## src/rtl/axis_byte_source.sv

```systemverilog
// Programmable AXI4-Stream byte-burst source: length, seed and inter-beat gap latched on start.
// Optional build macro AXIS_BYTE_SOURCE_LFSR_EN swaps the incrementing data pattern for an 8-bit Galois LFSR.
module axis_byte_source #(
  parameter int DW = 8,
  parameter int CW = 16,
  parameter int GW = 8
) (
  input  logic          aclk,
  input  logic          areset,
  input  logic          start,
  input  logic [CW-1:0] len,
  input  logic [GW-1:0] gap,
  input  logic [DW-1:0] seed,
  output logic          busy,
  output logic          done,
  output logic [CW-1:0] cnt,
  output logic          tvalid,
  input  logic          tready,
  output logic [DW-1:0] tdata
);

  // state | meaning
  // IDLE  | waiting for start; cnt holds the last burst's count
  // SEND  | tvalid high, waiting for handshake
  // GAP   | tvalid low, counting down inter-beat idle cycles
  typedef enum logic [1:0] {IDLE, SEND, GAP} state_t;

  state_t        state;
  logic [CW-1:0] remaining;
  logic [GW-1:0] gap_r;
  logic [GW-1:0] gap_cnt;

`ifdef AXIS_BYTE_SOURCE_LFSR_EN
  if (DW != 8) begin : g_dw_check
    $error("axis_byte_source: LFSR build requires DW == 8");
  end

  function automatic logic [DW-1:0] next_data(input logic [DW-1:0] d);
    return (d >> 1) ^ (d[0] ? DW'(8'hB8) : DW'(0));
  endfunction

  // An all-zero LFSR state would lock up, so zero seeds start at 1.
  function automatic logic [DW-1:0] first_data(input logic [DW-1:0] s);
    return (s == '0) ? DW'(1) : s;
  endfunction
`else
  function automatic logic [DW-1:0] next_data(input logic [DW-1:0] d);
    return d + DW'(1);
  endfunction

  function automatic logic [DW-1:0] first_data(input logic [DW-1:0] s);
    return s;
  endfunction
`endif

  always_ff @(posedge aclk or posedge areset) begin
    if (areset) begin
      state     <= IDLE;
      remaining <= '0;
      gap_r     <= '0;
      gap_cnt   <= '0;
      tdata     <= '0;
      tvalid    <= 1'b0;
      busy      <= 1'b0;
      done      <= 1'b0;
      cnt       <= '0;
    end else begin
      done <= 1'b0;
      case (state)
        IDLE: begin
          if (start) begin
            cnt <= '0;
            if (len != '0) begin
              remaining <= len;
              gap_r     <= gap;
              tdata     <= first_data(seed);
              tvalid    <= 1'b1;
              busy      <= 1'b1;
              state     <= SEND;
            end else begin
              done <= 1'b1;
            end
          end
        end
        SEND: begin
          if (tready) begin
            cnt   <= cnt + CW'(1);
            tdata <= next_data(tdata);
            if (remaining == CW'(1)) begin
              tvalid <= 1'b0;
              busy   <= 1'b0;
              done   <= 1'b1;
              state  <= IDLE;
            end else begin
              remaining <= remaining - CW'(1);
              if (gap_r != '0) begin
                tvalid  <= 1'b0;
                gap_cnt <= gap_r;
                state   <= GAP;
              end
            end
          end
        end
        GAP: begin
          // Terminal count at 1 so tvalid is low for exactly gap_r cycles.
          if (gap_cnt == GW'(1)) begin
            tvalid <= 1'b1;
            state  <= SEND;
          end else begin
            gap_cnt <= gap_cnt - GW'(1);
          end
        end
        default: begin
          state  <= IDLE;
          tvalid <= 1'b0;
          busy   <= 1'b0;
        end
      endcase
    end
  end

endmodule

```

## config.mk

```make
export PLATFORM = sky130hd
export DESIGN_NAME = axis_byte_source
export DESIGN_NICKNAME = d
export VERILOG_FILES = /design/src/rtl/axis_byte_source.sv
export SDC_FILE = /design/constraint.sdc
export NUM_CORES = 1
export LEC_CHECK = 0
export CORE_UTILIZATION = 55
export CTS_CLUSTER_SIZE = 8
export DETAILED_ROUTE_END_ITERATION = 10
export PLACE_DENSITY = 0.88
export SLEW_MARGIN = 20
export SYNTH_ARGS = -nofsm -noshare
export SYNTH_HDL_FRONTEND = slang
export SYNTH_SLANG_ARGS = --single-unit
```

## constraint.sdc

```tcl
create_clock -name aclk -period 5.15 [get_ports aclk]
set_input_delay 0.7725 -clock aclk [delete_from_list [all_inputs] [get_ports aclk]]
set_output_delay 0.7725 -clock aclk [all_outputs]
set_load 0.005 [all_outputs]
```

==> reports/qor.csv <==
stage;metric;value;unit
worst_setup_path;CP cell instances;clkdlybuf4s50_1 > nor4_1 > nand4_1 > o31ai_4 > nor3_1 > a211o_1;
outcome;status;completed;
clock_network;CTS tree;yes;
floorplanning;die width;81.9;um
flow_run;max-cap violations;0;
drt;DR iter-0 viols;291;
power_and_ir_drop;total chip power;1.03;mW
power_and_ir_drop;Comb pwr share;6.9;%
power_and_ir_drop;Internal;0.801;mW
floorplanning;io pins;63;
power_and_ir_drop;clock share of power;46.3;%
drt;vias;3162;
place;post-DP HPWL;5640;um
worst_setup_path;crit path kind;in -> reg;
clock_network;Resize count post-CTS;0;
power_and_ir_drop;VDD IR max;0.234;mV
worst_setup_path;Startpoint Class;input pin;
clock_network;clk buf depth;2;
timing;Tightest Pin Transition;748;ps
place;IO Port Bufs;62;
power_and_ir_drop;switching power;0.229;mW
grt;pin count of the biggest net entering global routing;61;
drt;post-route ant nets;0;
hold_path;HP Start;gap_cnt[5];
worst_setup_path;RR Startpoint;state[1];
timing;final setup fails;0;
timing;Pins Over Slew Limit;0;
clock_network;CTS root buf;clkbuf_8;
timing;period utilization;56.0;%
floorplanning;Starting Density;58.2;%
power_and_ir_drop;Leak Pwr;1.88;nW
yosys;Synth Area in Simple Gates;23.7;%
clock_network;Num CTS Buffers;9;
timing;Max-slew headroom;50.1;%
yosys;Seq/Total Area, Yosys;42.8;%
clock_network;hold_buf cts;0;
drt;DR DRC count;0;
yosys;multiplexer share of the synthesized area;3.24;%
floorplanning;row cnt;28;
drt;Via density;6.26;
yosys;Synth top cells by count;dfrtp_1, nand2_1, nor2_1;
worst_setup_path;crit-path max cell delay;700;ps
grt;grt ovf;0;
worst_setup_path;Worst Path Max Fanout;20;
drt;Avg WL per Cell;16.4;um
drt;Post-Route WL;8260;um
yosys;total of warnings raised by yosys;0;
yosys;top-count cell post-synth;dfrtp_1;
timing;fin worst setup slack;2270;ps
grt;first-pass GRT wire length;13400;um
clock_network;Clk pin slew, worst setup/hold paths;70;ps
drt;TritonRoute pass-1 iters;4;
cells_and_area;Filler Cells Inserted;428;
place;Placer Congestion;0.923;
cells_and_area;layout cells sized above 1;11.6;%
yosys;Yosys cell types;64;
timing;fmax;347;MHz
floorplanning;Core Region;0.00603;mm2
clock_network;postcts setup bufs;0;
clock_network;Skew-Pair Late Insertion Delay;330;ps
yosys;Mean Syn Cell Area;9.54;um2
cells_and_area;antenna cells;0;
worst_setup_path;CP arrival;3100;ps
yosys;Yosys top cell area share;42.8;%
clock_network;CTS H-tree lvls;3;
yosys;number of synthesized flops with an enable pin;0;
place;pre-CTS WS;1690;ps
place;Inst Count DP;489;
power_and_ir_drop;Flop pwr share;46.9;%
timing;unrepaired setup endpoints after global routing;no;
cells_and_area;non-filler cells, final;505;
yosys;syn_nets;410;
yosys;Post-Synth Adder-Cell Area;2.14;%
yosys;Synth Flop Type;dfrtp_1;
worst_setup_path;Setup crit start;len[11];
floorplanning;Die Area;0.00670;mm2
yosys;Yosys reg bits;60;
timing;Final min period;2880;ps
timing;TNS Setup;0;ps
timing;endpoints failing hold;0;
yosys;Synth Area in XOR/XNOR;3.24;%
timing;Worst Skew;8.13;ps
floorplanning;die height;81.9;um
cells_and_area;final net count;467;
yosys;async set-reset flop share out of synthesis;100;%
grt;initial antenna violation count;0;
yosys;largest family of logic cells by synthesized area;simple AND/OR/NAND/NOR gates;
grt;GRT Util Overall;26.4;%
cells_and_area;area delta synth->final;25.2;%
worst_setup_path;critical path required time;5370;ps
worst_setup_path;Crit-path slowest cell;o31ai_4;
power_and_ir_drop;Pwr Density;234;mW/mm2
yosys;largest area contributor in the netlist;dfrtp_1;
worst_setup_path;Worst setup EP type;flop;
yosys;synth top area cells;dfrtp_1, o21ai_0, nand2_1;
yosys;Synth Area in Compound Gates;21.5;%
grt;vias in the first global route;2871;
hold_path;Min-Delay Path Class;reg -> reg;
yosys;Post-Synthesis Cells;368;
yosys;synthesized area;0.00351;mm2
power_and_ir_drop;Net Sw Frac;22.3;%
clock_network;Clock Sinks;60;
[power groups by stage]
stage	Sequential, mW	Combinational [mW]	Clock [mW]
final	0.483	0.0706	0.477
after global routing	0.483	0.0775	0.498
after CTS	0.482	0.0709	0.480
after detailed placement	0.491	0.0703	0
after global placement	0.491	0.0694	0
after floorplan	0.490	0.0290	0
[worst max-delay path, delay by kind of cell]
| family | cells | cell delay, ps |
|---|---|---|
| AO/OA/AOI/OAI | 2 | 1000 |
| AND/OR/NAND/NOR | 3 | 870 |
| buffers and inverters | 1 | 460 |
[cell usage in the layout (no fill, tap or decap), drive strengths merged, types with 10 or more instances in the layout]
cell,Yosys,layout
nand3,16,16
nor4,11,11
clkbuf,10,10
dfrtp,60,60
nand2,36,36
o21ai,29,29
a21oi,18,18
clkdlybuf4s50,0,62
xor2,11,11
nor2,34,34
[flip-flops by register name (all words and copies together), names as in the netlist]
name,cells
cnt,16
remaining,16
gap_cnt,8
gap_r,8
tdata,8
state,2
busy,1
done,1
[cell families after synthesis]
family                     after synthesis
AOI/OAI and AO/OA                      105
and+or+nand+nor                        147
muxes                                   10
buffers and inverters                   27
DFF                                     60
xor gates and xnor gates                13
adders and majority gates                6
[per-layer routing]
metal	part of all wire (%)	track usage, %	vias up	routed length, um
li1	-	-	1496	-
met1	44	36.8	1529	3610
met2	49	40.7	120	4030
met3	5.8	4.56	17	477
met4	1.8	10.4	0	145
met5	0	0	-	0
[final cells by class]
cell class                      instances  area [um2]  share of cell area [%]
Clock inverter                          6        87.6                    1.99
Tap cell                               75        93.8                    2.14
Clock buffer                           10         138                    3.13
Multi-Input combinational cell        281        1900                    43.2
Inverter                                8        30.0                   0.684
Sequential cell                        60        1500                    34.2
Timing Repair Buffer                   65         643                    14.6
[metrics by stage]
step                      cell area (um2)  utilization [%]  hold WS (ps)
after floorplan                      3510                -           483
after global placement               4160             69.0           510
after detailed placement             4160             69.0           518
after CTS                            4380             72.8           533
after global routing                 4390             72.9           554
final                                4390             72.9           533
[worst paths after layout]
path                                     end  slack, ps  cells past startpoint
worst max-delay path                tdata[0]       2270                      6
worst min-delay path              gap_cnt[5]        530                      1
worst max register to register  remaining[0]       2650                      5
worst min register to register    gap_cnt[5]        530                      1
max in group asynchronous       remaining[3]       3690                      3
min in group asynchronous             cnt[8]        970                      3
Power figures use the tool's default switching activity.
